==> config.mk <==
export PLATFORM = sky130hd
export DESIGN_NAME = flash_arbiter_flat
export DESIGN_NICKNAME = d
export VERILOG_FILES = /design/src/rtl/flash_arbiter_if.sv /design/src/rtl/flash_arbiter.sv /design/src/flat_wrapper.sv
export SDC_FILE = /design/constraint.sdc
export NUM_CORES = 1
export LEC_CHECK = 0
export CORE_AREA = 4 4 54 56
export DETAILED_ROUTE_END_ITERATION = 16
export DIE_AREA = 0 0 58 60
export GPL_TIMING_DRIVEN = 0
export HOLD_SLACK_MARGIN = 0.06
export PLACE_DENSITY = 0.73
export RECOVER_POWER = 25
export SETUP_SLACK_MARGIN = 0.5
export SLEW_MARGIN = 0
export SYNTH_ARGS = -nofsm -noshare
export SYNTH_HDL_FRONTEND = slang
export SYNTH_SLANG_ARGS = --single-unit
==> constraint.sdc <==
create_clock -name clk -period 5.15 [get_ports clk]
set_input_delay 0.515 -clock clk [delete_from_list [all_inputs] [get_ports clk]]
set_output_delay 0.515 -clock clk [all_outputs]
set_load 0.01 [all_outputs]
==> src/rtl/flash_arbiter_if.sv <==
// Signal bundle for one requester attached to the flash arbiter.
// The requester uses the master modport and the arbiter uses the slave modport.
interface flash_arbiter_if;
   logic       req;
   logic       gnt;
   logic       csb;
   logic       sclk;
   logic [3:0] io_oe;
   logic [3:0] io_do;
   logic [3:0] io_di;

   modport master (output req, csb, sclk, io_oe, io_do, input gnt, io_di);
   modport slave  (input req, csb, sclk, io_oe, io_do, output gnt, io_di);
endinterface

==> src/rtl/flash_arbiter.sv <==
// Two-way round-robin arbiter for the QSPI flash pins, with a registered grant.
// Ownership changes only at chip-select boundaries, with a guard gap and optional hold-time preemption.
module flash_arbiter #(
   parameter int GUARD_CYCLES = 2,
   parameter int MAX_HOLD     = 0
) (
   input  logic           clk,
   input  logic           reset,
   flash_arbiter_if.slave r0,
   flash_arbiter_if.slave r1,
   output logic           flash_csb,
   output logic           flash_clk,
   output logic [3:0]     flash_io_oe,
   output logic [3:0]     flash_io_do,
   input  logic [3:0]     flash_io_di,
   output logic           busy,
   output logic           abort
);

   localparam int GW = (GUARD_CYCLES > 0) ? $clog2(GUARD_CYCLES + 1) : 1;
   localparam int HW = (MAX_HOLD > 0) ? $clog2(MAX_HOLD + 1) : 1;
   localparam logic [HW-1:0] HOLD_SAT = '1;

   typedef enum logic [1:0] {IDLE, OWN0, OWN1, GUARD} state_t;

   state_t        state;
   logic          last;
   logic          gnt0, gnt1;
   logic [GW-1:0] guard_cnt;
   logic [HW-1:0] hold_cnt;

   logic own_req, own_csb, other_req, hold_done, release_own, any_req, pick1;

   assign own_req   = (state == OWN1) ? r1.req : r0.req;
   assign own_csb   = (state == OWN1) ? r1.csb : r0.csb;
   assign other_req = (state == OWN1) ? r0.req : r1.req;
   assign hold_done = (MAX_HOLD != 0) && (int'(hold_cnt) >= MAX_HOLD);
   // Preemption waits for the owner's csb to be high so no transfer is cut short.
   assign release_own = !own_req || (hold_done && other_req && own_csb);

   // On a tie the port that was not granted last wins.
   assign any_req = r0.req || r1.req;
   assign pick1   = r1.req && (!r0.req || !last);

   // NOTE: sequential state uses non-blocking assignments so every register samples pre-edge values.
   always_ff @(posedge clk or posedge reset) begin
      if (reset) begin
         state     <= IDLE;
         last      <= 1'b1;
         gnt0      <= 1'b0;
         gnt1      <= 1'b0;
         guard_cnt <= '0;
         hold_cnt  <= '0;
         abort     <= 1'b0;
      end else begin
         abort <= 1'b0;
         unique case (state)
            IDLE: begin
               if (any_req) begin
                  state    <= pick1 ? OWN1 : OWN0;
                  gnt0     <= !pick1;
                  gnt1     <= pick1;
                  last     <= pick1;
                  hold_cnt <= '0;
               end
            end
            OWN0, OWN1: begin
               if (release_own) begin
                  state     <= (GUARD_CYCLES == 0) ? IDLE : GUARD;
                  gnt0      <= 1'b0;
                  gnt1      <= 1'b0;
                  guard_cnt <= '0;
                  abort     <= !own_csb;
               end else if (other_req && hold_cnt != HOLD_SAT) begin
                  hold_cnt <= hold_cnt + 1'b1;
               end
            end
            GUARD: begin
               if (int'(guard_cnt) + 1 >= GUARD_CYCLES) state <= IDLE;
               else                                     guard_cnt <= guard_cnt + 1'b1;
            end
            default: state <= IDLE;
         endcase
      end
   end

   assign busy   = (state != IDLE);
   assign r0.gnt = gnt0;
   assign r1.gnt = gnt1;

   // NOTE: every output of this combinational mux gets a default first, so no latch is inferred.
   always_comb begin
      flash_csb   = 1'b1;
      flash_clk   = 1'b0;
      flash_io_oe = 4'b0;
      flash_io_do = 4'b0;
      if (gnt0) begin
         flash_csb   = r0.csb;
         flash_clk   = r0.sclk;
         flash_io_oe = r0.io_oe;
         flash_io_do = r0.io_do;
      end else if (gnt1) begin
         flash_csb   = r1.csb;
         flash_clk   = r1.sclk;
         flash_io_oe = r1.io_oe;
         flash_io_do = r1.io_do;
      end
   end

   assign r0.io_di = gnt0 ? flash_io_di : 4'b0;
   assign r1.io_di = gnt1 ? flash_io_di : 4'b0;

endmodule

==> src/flat_wrapper.sv <==
// flat-port wrapper written by rule: the top's interface ports become plain ports
module flash_arbiter_flat 
#(
   parameter int GUARD_CYCLES = 2,
   parameter int MAX_HOLD     = 0
)
  (clk, reset, flash_csb, flash_clk, flash_io_oe, flash_io_do, flash_io_di, busy, abort, r0_req, r0_csb, r0_sclk, r0_io_oe, r0_io_do, r0_gnt, r0_io_di, r1_req, r1_csb, r1_sclk, r1_io_oe, r1_io_do, r1_gnt, r1_io_di);
  flash_arbiter_if r0_i ();
  flash_arbiter_if r1_i ();
  input  logic clk;
  input  logic reset;
  output logic flash_csb;
  output logic flash_clk;
  output logic [3:0] flash_io_oe;
  output logic [3:0] flash_io_do;
  input  logic [3:0] flash_io_di;
  output logic busy;
  output logic abort;
  input wire logic [$bits(r0_i.req)-1:0] r0_req;
  input wire logic [$bits(r0_i.csb)-1:0] r0_csb;
  input wire logic [$bits(r0_i.sclk)-1:0] r0_sclk;
  input wire logic [$bits(r0_i.io_oe)-1:0] r0_io_oe;
  input wire logic [$bits(r0_i.io_do)-1:0] r0_io_do;
  output wire logic [$bits(r0_i.gnt)-1:0] r0_gnt;
  output wire logic [$bits(r0_i.io_di)-1:0] r0_io_di;
  input wire logic [$bits(r1_i.req)-1:0] r1_req;
  input wire logic [$bits(r1_i.csb)-1:0] r1_csb;
  input wire logic [$bits(r1_i.sclk)-1:0] r1_sclk;
  input wire logic [$bits(r1_i.io_oe)-1:0] r1_io_oe;
  input wire logic [$bits(r1_i.io_do)-1:0] r1_io_do;
  output wire logic [$bits(r1_i.gnt)-1:0] r1_gnt;
  output wire logic [$bits(r1_i.io_di)-1:0] r1_io_di;
  assign r0_i.req = r0_req;
  assign r0_i.csb = r0_csb;
  assign r0_i.sclk = r0_sclk;
  assign r0_i.io_oe = r0_io_oe;
  assign r0_i.io_do = r0_io_do;
  assign r0_gnt = r0_i.gnt;
  assign r0_io_di = r0_i.io_di;
  assign r1_i.req = r1_req;
  assign r1_i.csb = r1_csb;
  assign r1_i.sclk = r1_sclk;
  assign r1_i.io_oe = r1_io_oe;
  assign r1_i.io_do = r1_io_do;
  assign r1_gnt = r1_i.gnt;
  assign r1_io_di = r1_i.io_di;
  flash_arbiter #(.GUARD_CYCLES(GUARD_CYCLES), .MAX_HOLD(MAX_HOLD)) u_core (.clk(clk), .reset(reset), .r0(r0_i), .r1(r1_i), .flash_csb(flash_csb), .flash_clk(flash_clk), .flash_io_oe(flash_io_oe), .flash_io_do(flash_io_do), .flash_io_di(flash_io_di), .busy(busy), .abort(abort));
endmodule
## Yosys cells after proc, flatten, opt, wreduce, memory -nomap -nowiden

Index checks and enable logic that the tools add are counted.

| word-level totals | value |
|---|---|
| register bits | 8 |
| bits of input ports | 28 |
| output and inout port bits | 22 |
| logic and storage cells | 59 |

| operators by class | value |
|---|---|
| add/subtract/negate cells | 2 |
| order comparisons | 1 |
| equal/unequal tests | 7 |
| muxes and demuxes | 27 |
| reductions and logical operators | 16 |

Operator list:

| cell | count |
|---|---|
| 32-bit by 3-bit greater-or-equal comparator with 1-bit output (second input constant) | 1 |
| 4-bit two-way mux | 6 |
| 2-bit two-way mux | 6 |
| 1-bit two-way mux | 11 |
| 3-bit AND reduction | 3 |
| 2-bit one-hot mux with 3 select lines | 1 |
| 2-bit nonzero test | 3 |
| 2-bit == test (second input constant) | 2 |
| 1-bit logical NOT | 4 |
| 2-bit by 1-bit != test with 1-bit output (second input constant) | 2 |
| 2-bit != test (second input constant) | 2 |
| 1-bit one-hot mux with 2 select lines | 2 |
| 2-bit one-hot mux with 2 select lines | 1 |
| 2-bit by 1-bit adder with 3-bit output (second input constant) | 1 |
| 2-bit by 1-bit adder with 2-bit output (second input constant) | 1 |
| 2-bit by 1-bit == test with 1-bit output (second input constant) | 1 |
| 2-bit logical NOT | 1 |
| 1-bit logical OR | 2 |
| 2-bit AND reduction | 1 |
| 2-bit OR reduction | 1 |
| 1-bit logical AND | 1 |

## Depth between registers and ports, before layout

Gate-level depths: netlist (run 1).

| depth | value |
|---|---|
| depth in word-level cells | 6 |
| mapped depth | 6 |
| mapped depth without buffers | 5 |

## Worst setup path after synthesis (run 1)

Ideal clock, no wire load.

| timing path | value |
|---|---|
| kind | register to register |
| start point | reg u_core.state[0] |
| end point | reg u_core.gnt0 (netlist: u_core.r0.gnt) |
| setup time | 0.128 ns |
| arrival | 1.591 ns |
| required time | 5.022 ns |
| path slack | 3.431 ns |
| stages on the path, launching flop included | 6 |
| buffers on the path | 0 |
| clock period less this slack | 1.719 ns |
| cells stage by stage | dfrtp_1 > inv_1 > ha_1 > mux2_4 > a211oi_2 > mux2_1 |

| on the way | value |
|---|---|
| cells in the longest elaborated chain, start to end | 4 |
| elaborated cells between the ends (all ways) | 10 |
| classes of those cells | eq/ne (4); mux (2); reduce/logical (4) |

RTL lines:

| item | RTL line | RTL |
|---|---|---|
| start: declaration | flash_arbiter.sv:26 | `state_t state;` |
| start signal: assignment | flash_arbiter.sv:60 | `state <= pick1 ? OWN1 : OWN0;` |
| start signal: assignment | flash_arbiter.sv:69 | `state <= (GUARD_CYCLES == 0) ? IDLE : GUARD;` |
| 2-bit by 1-bit == test with 1-bit output or 2-bit == test (tied branches) | n/a |  |
| 2-bit OR reduction or 1-bit two-way mux (tied branches) | n/a |  |
| 2-bit != test (no line) or 2-bit nonzero test (tied branches) | n/a |  |
| 3-bit AND reduction (no line) | n/a |  |
| end signal: assignment | flash_arbiter.sv:61 | `gnt0 <= !pick1;` |
| end: declaration | flash_arbiter.sv:28 | `logic gnt0, gnt1;` |

Parallel ways exist; a longest one is shown, timed or not.
A chain may end at the register's enable or synchronous reset.

## Final worst setup path (run 1)

| timing path | value |
|---|---|
| start point | reg u_core.gnt0 (netlist: u_core.r0.gnt) |
| end point | out flash_io_oe[2] |

| on the way | value |
|---|---|
| cells in the longest elaborated chain, start to end | 1 |

RTL lines:

| item | RTL line | RTL |
|---|---|---|
| 4-bit two-way mux | flash_arbiter.sv:97 | `if (gnt0) begin` |
| end: declaration | flat_wrapper.sv:14 | `output logic [3:0] flash_io_oe;` |

No other way between the ends.

==> flow_summary.yaml, run 1 <==
sta:
  rsz0062_at_grt: "false"
  fin_setup_tns_ns: 0
  finalSetupViolCount: 0
  min_period_over_period_pct: 47.68
  tightest_slew_ns: 0.4183
  whs_ns: 0.5142
  relSlewSlack_pct: 72.11
  finalHoldViolCount: 0
  fin_worst_skew_ns: 0.006048
  final_max_slew_viol_count: 0
  timing.fmax_ghz: 0.4073
  fin_crit_ns: 2.455
run_status:
  outcome: "complete, no violations"
power_and_ir_drop:
  p_leak_nw: 0.5331
  pwr_density_cell_nw_per_um2: 507.8
  peakVddDrop_mv: 0.3429
detailed_routing:
  vias: 761
  vias_per_cell: 4.816
  wl_per_cell_um: 14.19
  drt_wl_total_mm: 2.242
  first_pass_iters: 4
  drt_iter0_drc: 22
  postRouteAntennaNets: 0
  drc_errors: 0
floorplanning:
  die_y_um: 60
  core_um2: 2432
  fp.dieW_um: 58
  initial_core_util_pct: 28.45
  die_area_um2: 3480
  io_pins: 50
  rows: 18
logic_synthesis:
  synth_cells: 75
  async_reset_ff_share_pct: 100.0
  ys.flop_type: "dfrtp_1"
  yosysTopAreaCellShare_pct: 25.32
  synth_warnings: 0
  syn-num-nets: 108
  synthDistinctLibCells: 25
  yosys.area.top_type: "dfrtp_1"
  postSynthAreaPerCell_um2: 9.226
  synthTopCellsByArea: "dfrtp_1 25%, a22o_1 11%, ha_1 9.0%"
  synth_edf_count: 0
  yosys-top-cells-count: "9 x a22o_1, 8 x and2_1, 7 x dfrtp_1, 7 x inv_1, 6 x nor2_1"
  syn_area_um2: 691.9
  synth_seq_cells: 8
  synth_most_common_cell: "a22o_1"
  ys_seq_area_share_pct: 29.11
global_route:
  grt_pass1_wl_mm: 3.408
  grt_max_degree: 11
  grt_pass1_vias: 703
  antenna_found_initial: 0
  grt_overflow: 0
  track_usage_pct: 12.72
setup_path:
  worstSetupPathType: "reg -> out"
  critPathBufInv: 2
  cpPeakStageDelay_ns: 0.54
  worst_setup_path_end_kind: "output port"
  worst-path-max-fanout: 10
  arrival_ns: 1.94
  cp.required_ns: 4.64
  cp_cell_sequence: "nor2b_1 > clkbuf_1 > a22o_1 > clkdlybuf4s50_1"
  cp_top_family: "buffers and inverters"
  cp_slowest_cell: "clkdlybuf4s50_1"
  cp-start-kind: "flop"
clock_tree:
  cts.root.buffer_cell: "clkbuf_4"
  insertion_delay_ns: 0.26
  cts.sinks: 8
  ctsHoldBuffers: 0
  cts_buffers: 3
  clockBufferDepth: 2
  htreeDepth: 1
  path_clk_slew_ns: 0.06
  cts_setup_buffers: 0
  cts_tree: "built"
  postCtsResizedCells: 0
cells_and_area:
  drive_gt1_share_pct: 7.031
  nets: 162
  fillers: 227
  post-route-util_pct: 51.23
  n_antenna_cell: 0
  syn2layout_area_growth_pct: 80.11
  stdcell_count: 158
place:
  io_buffers: 49
  hpwl_mm: 1.835
  gp_congestion: 0.8001
  placed_cells: 154
worst_hold_path:
  hold_path_class: "reg -> reg"
flow_run:
  maxCapViolCount: 0
## per-stage QoR
| step | power, mW | area (um2) | setup slack (ns) |
|---|---|---|---|
| 2_1_floorplan | 0.4046 | 691.9 | 3.431 |
| 3_3_place_gp | 0.5655 | 1220 | 2.925 |
| 3_5_place_dp | 0.5821 | 1220 | 2.909 |
| 4_1_cts | 0.6385 | 1246 | 2.698 |
| 5_1_grt | 0.6859 | 1246 | 2.618 |
| 6_report | 0.6328 | 1246 | 2.695 |
## layout by cell type, fill, tap and decap left out
cell type        instances
dfrtp_1                  7
clkbuf_4                 3
ha_1                     5
inv_1                    7
a211o_1                  2
mux2_4                   1
a22o_1                   9
nor2_1                   6
nor2b_1                  4
clkbuf_1                 3
clkdlybuf4s50_1         47
mux2i_1                  2
mux2_1                   3
nand2_1                  3
nor3_1                   1
buf_2                    1
a221oi_4                 1
a21boi_1                 1
a211oi_2                 1
a21oi_1                  5
nor3b_2                  1
a31oi_1                  1
and2_1                   8
a21o_1                   1
dfstp_2                  1
a211oi_1                 1
nand3_1                  1
dlygate4sd3_1            2
## sequential cells by signal, indices dropped and copies added (netlist names)
signal / cells
u_core.abort: 1
u_core.guard_cnt: 2
u_core.r1.gnt: 1
u_core.last: 1
u_core.state: 2
u_core.r0.gnt: 1
## worst paths after layout
path	slack (ns)	cells past startpoint	endpoint	startpoint
setup / recovery	2.69	4	flash_io_oe[2]	u_core.r0.gnt$_DFFE_PP0P_
hold / removal	0.51	1	u_core.guard_cnt[1]$_DFFE_PP0P_	u_core.guard_cnt[1]$_DFFE_PP0P_
setup reg to reg	3.32	5	u_core.state[0]$_DFFE_PP0P_	u_core.state[0]$_DFFE_PP0P_
hold reg to reg	0.51	1	u_core.guard_cnt[1]$_DFFE_PP0P_	u_core.guard_cnt[1]$_DFFE_PP0P_
max in group asynchronous	4.20	2	u_core.last$_DFFE_PP1P_	reset
min in group asynchronous	0.64	2	u_core.r1.gnt$_DFFE_PP0P_	reset
## layer usage
metal	global-route usage [%]	up-vias	wire (um)
met5	0	-	0
met4	3.974	0	12
met3	4.104	2	317
met2	20.48	53	886
met1	16.12	332	1025
li1	-	374	-
## power breakdown
group / switching [mW] / total, mW / internal [mW]
Combinational: 0.208 / 0.457 / 0.249
Sequential: 0.0260 / 0.122 / 0.0959
Clock: 0.0240 / 0.0538 / 0.0298
## cell type report
type | count | area (um2) | share of cell area, %
well taps | 30 | 37.54 | 3.012
multi-input cells | 57 | 451.7 | 36.24
clock buffers | 4 | 26.28 | 2.108
inverters | 7 | 26.28 | 2.108
flip-flops and latches | 8 | 201.4 | 16.16
repair buffers | 49 | 490.5 | 39.36
plain buffers | 3 | 12.51 | 1.004
## cell families after synthesis
kind of cell	count (synthesis)	share of synthesized area (%)
and+or+nand+nor	24	18.99
AOI/OAI and AO/OA	22	27.31
buffers and inverters	10	5.606
DFF	8	29.11
muxes	6	9.945
adders and majority gates	5	9.042
## worst register-to-register path, stage by stage, from the launching register on
cell	delay (ns)
dfrtp_1	0.40
inv_1	0.11
ha_1	0.23
mux2_4	0.36
a221oi_4	0.28
mux2_1	0.35
Note: power is estimated with default switching activity, not from simulation.
==> run 2: changes to the inputs <==
==> constraint.sdc (replaced) <==
create_clock -name clk -period 2.5 [get_ports clk]
set_input_delay 0.25 -clock clk [delete_from_list [all_inputs] [get_ports clk]]
set_output_delay 0.25 -clock clk [all_outputs]
set_load 0.01 [all_outputs]
==> run 2 against run 1 <==
  * Clock skew up 0.00072 ns
  * Critical path depth unchanged
  * Die area unchanged
  * Critical path type unchanged
  * Critical endpoint is now flash_io_do[0]
  * Highest routed layer unchanged
==> flow_summary.yaml, run 2 (synthesis gave the netlist of run 1 again) <==
sta:
  rsz0062_at_grt: "false"
  final_max_slew_viol_count: 0
  fin_worst_skew_ns: 0.006766
  min_period_over_period_pct: 77.00
  finalSetupViolCount: 0
  fin_crit_ns: 1.925
  fin_setup_tns_ns: 0
  timing.fmax_ghz: 0.5195
  finalHoldViolCount: 0
  relSlewSlack_pct: 77.56
  tightest_slew_ns: 0.3362
cells_and_area:
  post-route-util_pct: 51.70
  drive_gt1_share_pct: 10.16
  final_common_cell: "clkdlybuf4s50_1"
  n_antenna_cell: 0
  largestRegisters: "u_core.guard_cnt (2), u_core.state (2)"
  nets: 162
  most-common-layout-cells: "45 x clkdlybuf4s50_1, 9 x a22o_1, 8 x and2_1, 7 x inv_1, 6 x nor2_1"
  syn2layout_area_growth_pct: 81.74
detailed_routing:
  drc_errors: 0
  first_pass_iters: 4
  vias: 753
  vias_per_cell: 4.766
  wl_per_cell_um: 14.20
  postRouteAntennaNets: 0
  drt_iter0_drc: 20
  drt_wl_total_mm: 2.243
setup_path:
  critPathBufInv: 2
  worst_setup_path_end_kind: "output port"
  worst-path-max-fanout: 10
  cp-start-kind: "flop"
  cp_top_family: "buffers and inverters"
  arrival_ns: 1.67
  cp_slowest_cell: "clkdlybuf4s50_1"
  worstSetupPathType: "reg -> out"
  cp_cell_sequence: "nor2b_1 > buf_4 > a22o_1 > clkdlybuf4s50_1"
  cpPeakStageDelay_ns: 0.54
  cp.required_ns: 2.25
power_and_ir_drop:
  power_switching_mw: 0.5315
  pwr_density_cell_nw_per_um2: 1038
  pwr-share-clk_pct: 8.5
  p_sw_share_pct: 40.72
  p_leak_nw: 0.5663
  comb_power_share_pct: 72.0
  internal-power_mw: 0.7737
  seqPwrFrac_pct: 19.5
  peakVddDrop_mv: 0.7059
global_route:
  grt_pass1_vias: 703
  grt_pass1_wl_mm: 3.408
  track_usage_pct: 12.72
  grt.busiest_layer: "met2"
  grtUsageMet3_pct: 4.104
  grt_overflow: 0
  antenna_found_initial: 0
  grt_use_met1_pct: 16.12
  grt_max_degree: 11
  gr-usage-met2_pct: 20.48
floorplanning:
  fp.dieW_um: 58
  die_y_um: 60
  core_um2: 2432
  io_pins: 50
  rows: 18
  die_area_um2: 3480
  initial_core_util_pct: 28.45
place:
  io_buffers: 49
  gp_congestion: 0.8001
  hpwl_mm: 1.835
clock_tree:
  path_clk_slew_ns: 0.06
  ctsHoldBuffers: 0
  insertion_delay_ns: 0.26
  clockBufferDepth: 2
  cts.root.buffer_cell: "clkbuf_4"
  cts_tree: "built"
  htreeDepth: 1
  cts.sinks: 8
  cts_buffers: 3
flow_run:
  maxCapViolCount: 0
worst_hold_path:
  hold_path_class: "in -> async"
run_status:
  outcome: "complete, no violations"
## run 2: area by class of cell
type,count,area [um2]
tap,30,37.54
sequential,8,203.9
multi-input combinational,57,451.7
timing repair buffer,49,494.2
buffer,3,17.52
clock buffer,4,26.28
inverter,7,26.28
fill,223,1175
## run 2: worst register-to-register path: cells and delay by family, from the launching register on
| kind | cells | cell delay (ns) |
|---|---|---|
| mux | 2 | 0.71 |
| flops | 1 | 0.40 |
| compound gates | 1 | 0.28 |
| fa+ha+maj | 1 | 0.23 |
| buf+inv | 1 | 0.11 |
## run 2: layer usage
layer | up-vias | routed length (um)
li1 | 373 | -
met1 | 331 | 1026
met2 | 47 | 887
met3 | 2 | 317
met4 | 0 | 12
met5 | - | 0
## run 2: final timing paths
| check | startpoint | end | slack, ns | depth (start not counted) |
|---|---|---|---|---|
| max | u_core.r0.gnt$_DFFE_PP0P_ | flash_io_do[0] | 0.58 | 4 |
| min | reset | u_core.r1.gnt$_DFFE_PP0P_ | 0.38 | 2 |
| max reg2reg | u_core.state[0]$_DFFE_PP0P_ | u_core.state[0]$_DFFE_PP0P_ | 0.67 | 5 |
| min reg2reg | u_core.guard_cnt[1]$_DFFE_PP0P_ | u_core.guard_cnt[1]$_DFFE_PP0P_ | 0.51 | 1 |
| max in group asynchronous | reset | u_core.last$_DFFE_PP1P_ | 1.82 | 2 |
| min in group clk | u_core.guard_cnt[1]$_DFFE_PP0P_ | u_core.guard_cnt[1]$_DFFE_PP0P_ | 0.51 | 1 |
## run 2: timing repair
item | CTS | global route
gates cloned | 0 | 0
gates resized for setup | 4 | 5
setup buffers | 0 | 0
endpoints found under the setup margin | 14 | 10
## run 2: stage by stage
step                std cells  setup slack (ns)  instance area (um2)  hold slack [ns]  total power, mW
finish                    158            0.5751                 1257           0.3811            1.305
global route              158            0.5207                 1257           0.3944            1.415
CTS                       158            0.5102                 1250           0.2548            1.316
detailed placement        154            0.6047                 1220           0.4994            1.199
global placement          154            0.6028                 1220           0.4941            1.165
floorplan                  75            0.7810                691.9          0.06494           0.8335
## run 2: power by group through the flow
stage | clock (mW) | sequential [mW] | combinational, mW
after floorplan | 0 | 0.249 | 0.585
after global placement | 0 | 0.247 | 0.918
after detailed placement | 0 | 0.254 | 0.945
after CTS | 0.115 | 0.252 | 0.949
after global routing | 0.120 | 0.265 | 1.03
final | 0.111 | 0.255 | 0.939
==> run 3: changes to the inputs <==
--- a/config.mk
+++ b/config.mk
@@ -10,7 +10,7 @@
 export DIE_AREA = 0 0 58 60
 export GPL_TIMING_DRIVEN = 0
 export HOLD_SLACK_MARGIN = 0.06
-export PLACE_DENSITY = 0.73
+export PLACE_DENSITY = 0.76
 export RECOVER_POWER = 25
 export SETUP_SLACK_MARGIN = 0.5
 export SLEW_MARGIN = 0
==> constraint.sdc (replaced) <==
create_clock -name clk -period 1.6 [get_ports clk]
set_input_delay 0.16 -clock clk [delete_from_list [all_inputs] [get_ports clk]]
set_output_delay 0.16 -clock clk [all_outputs]
set_load 0.01 [all_outputs]
==> run 3 against run 2 <==
  * The flow now finishes with violations (setup timing)
  * Setup slack worse by 0.65 ns
  * First-iteration DRC count down 35%
  * Sequential share of layout area down 3.5 points
  * Hold slack worse by 0.092 ns
  * Clock skew down 0.0058 ns
  * Wire length up 28%
  * Highest routed layer unchanged
==> flow_summary.yaml, run 3 (synthesis gave the netlist of run 1 again) <==
run_status:
  outcome: "finished with violations"
  violations: "setup timing"
power_and_ir_drop:
  peakVddDrop_mv: 1.257
  p_leak_nw: 0.7658
  pwr_density_cell_nw_per_um2: 1883
  p_total_mw: 3.011
sta:
  layout_setup_ws_ns: -0.07043
  finalSetupViolCount: 6
  timing.fmax_ghz: 0.5987
  finalHoldViolCount: 0
  fin_crit_ns: 1.670
  final_max_slew_viol_count: 0
  fin_worst_skew_ns: 0.0009932
  tightest_slew_ns: 0.4072
  min_period_over_period_pct: 104.4
  relSlewSlack_pct: 72.73
  whs_ns: 0.2895
  fin_setup_tns_ns: -0.2098
  rsz0062_at_grt: "true"
setup_path:
  reg2reg_slack_ns: -0.07
  worst-path-max-fanout: 3
  r2r-start: "u_core.state[0]$_DFFE_PP0P_"
  cp-start-kind: "flop"
  arrival_ns: 1.82
  cp.required_ns: 1.75
  worst_setup_path_end_kind: "flop"
  r2r.worst_path.cells: 5
  worstSetupPathType: "reg -> reg"
  r2r-end: "u_core.r0.gnt$_DFFE_PP0P_"
clock_tree:
  insertion_delay_ns: 0.26
  cts.root.buffer_cell: "clkbuf_4"
  clockBufferDepth: 2
  htreeDepth: 1
  cts_tree: "built"
  cts.sinks: 8
  cts_buffers: 3
  path_clk_slew_ns: 0.06
detailed_routing:
  top_layer: "met4"
  drc_errors: 0
  postRouteAntennaNets: 0
  first_pass_iters: 4
  vias: 908
  wl_met1_mm: 1.166
  drt_iter0_drc: 13
  drt_wl_total_mm: 2.877
  wl_per_cell_um: 15.55
  vias_per_cell: 4.908
  wl_met3_um: 281
  dr_wl_met2_mm: 1.416
cells_and_area:
  drive_gt1_share_pct: 52.90
  stdcell_count: 185
  fin_area_um2: 1599
  n_antenna_cell: 0
  syn2layout_area_growth_pct: 131.1
  final_common_cell: "clkdlybuf4s50_1"
  post-route-util_pct: 65.74
  most-common-layout-cells: "26 x clkdlybuf4s50_1, 25 x buf_6, 13 x buf_4, 10 x buf_2, 9 x a22o_1"
  largestRegisters: "u_core.guard_cnt (2), u_core.state (2)"
  nets: 189
place:
  placed_cells: 154
  place_area_um2: 1246
  hpwl_mm: 1.890
  gp_congestion: 0.8608
  io_buffers: 49
  post-place-ws_ns: -0.1793
global_route:
  track_usage_pct: 16.82
  grt_pass1_vias: 889
  antenna_found_initial: 0
  grt_pass1_wl_mm: 4.381
  grt_overflow: 0
  grt_max_degree: 10
flow_run:
  maxCapViolCount: 0
worst_hold_path:
  hold_path_class: "in -> async"
floorplanning:
  io_pins: 50
  core_um2: 2432
  die_y_um: 60
  die_area_um2: 3480
  fp.dieW_um: 58
  rows: 18
  initial_core_util_pct: 28.45
-- run 3: cell type report --
type                            instances  area [um2]
Buffer                                  3       41.29
Inverter                                7       26.28
Multi-Input combinational cell         57       551.8
Tap cell                               30       37.54
Timing Repair Buffer                   76       711.9
Fill cell                             196       833.3
Sequential cell                         8       203.9
Clock buffer                            4       26.28
-- run 3: worst max path at each step --
stage	start	endpoint	slack, ns	depth (start not counted)
finish	u_core.state[0]$_DFFE_PP0P_	u_core.r0.gnt$_DFFE_PP0P_	-0.07	5
global route	u_core.state[0]$_DFFE_PP0P_	u_core.r0.gnt$_DFFE_PP0P_	-0.14	5
CTS	u_core.state[0]$_DFFE_PP0P_	u_core.r1.gnt$_DFFE_PP0P_	-0.09	5
detailed placement	u_core.state[1]$_DFFE_PP0P_	u_core.r1.gnt$_DFFE_PP0P_	-0.18	5
global placement	u_core.state[1]$_DFFE_PP0P_	u_core.r1.gnt$_DFFE_PP0P_	-0.15	5
floorplan	u_core.state[1]$_DFFE_PP0P_	u_core.r0.gnt$_DFFE_PP0P_	-0.07	5
-- run 3: repair_timing --
item                                    4_1_cts  5_1_grt
hold buffers                                  0        0
resized for setup                           116       27
pin swaps                                     6        9
gates cloned                                  1        0
endpoints found under the setup margin       29       29
setup buffers                                18        8
-- run 3: critical path: stages, from the launching register on --
cell	delay (ns)
dfrtp_1	0.39
inv_2	0.09
ha_4	0.13
mux2_4	0.33
a211oi_4	0.28
mux2_4	0.33
-- run 3: per-layer routing --
metal | vias up | track usage [%]
li1 | 427 | -
met1 | 429 | 18.87
met2 | 50 | 30.65
met3 | 2 | 6.263
met4 | 0 | 2.980
met5 | - | 0
-- run 3: report_power, final --
group	internal, mW	switching, mW
Clock	0.0960	0.0783
Combinational	1.48	0.965
Sequential	0.314	0.0794
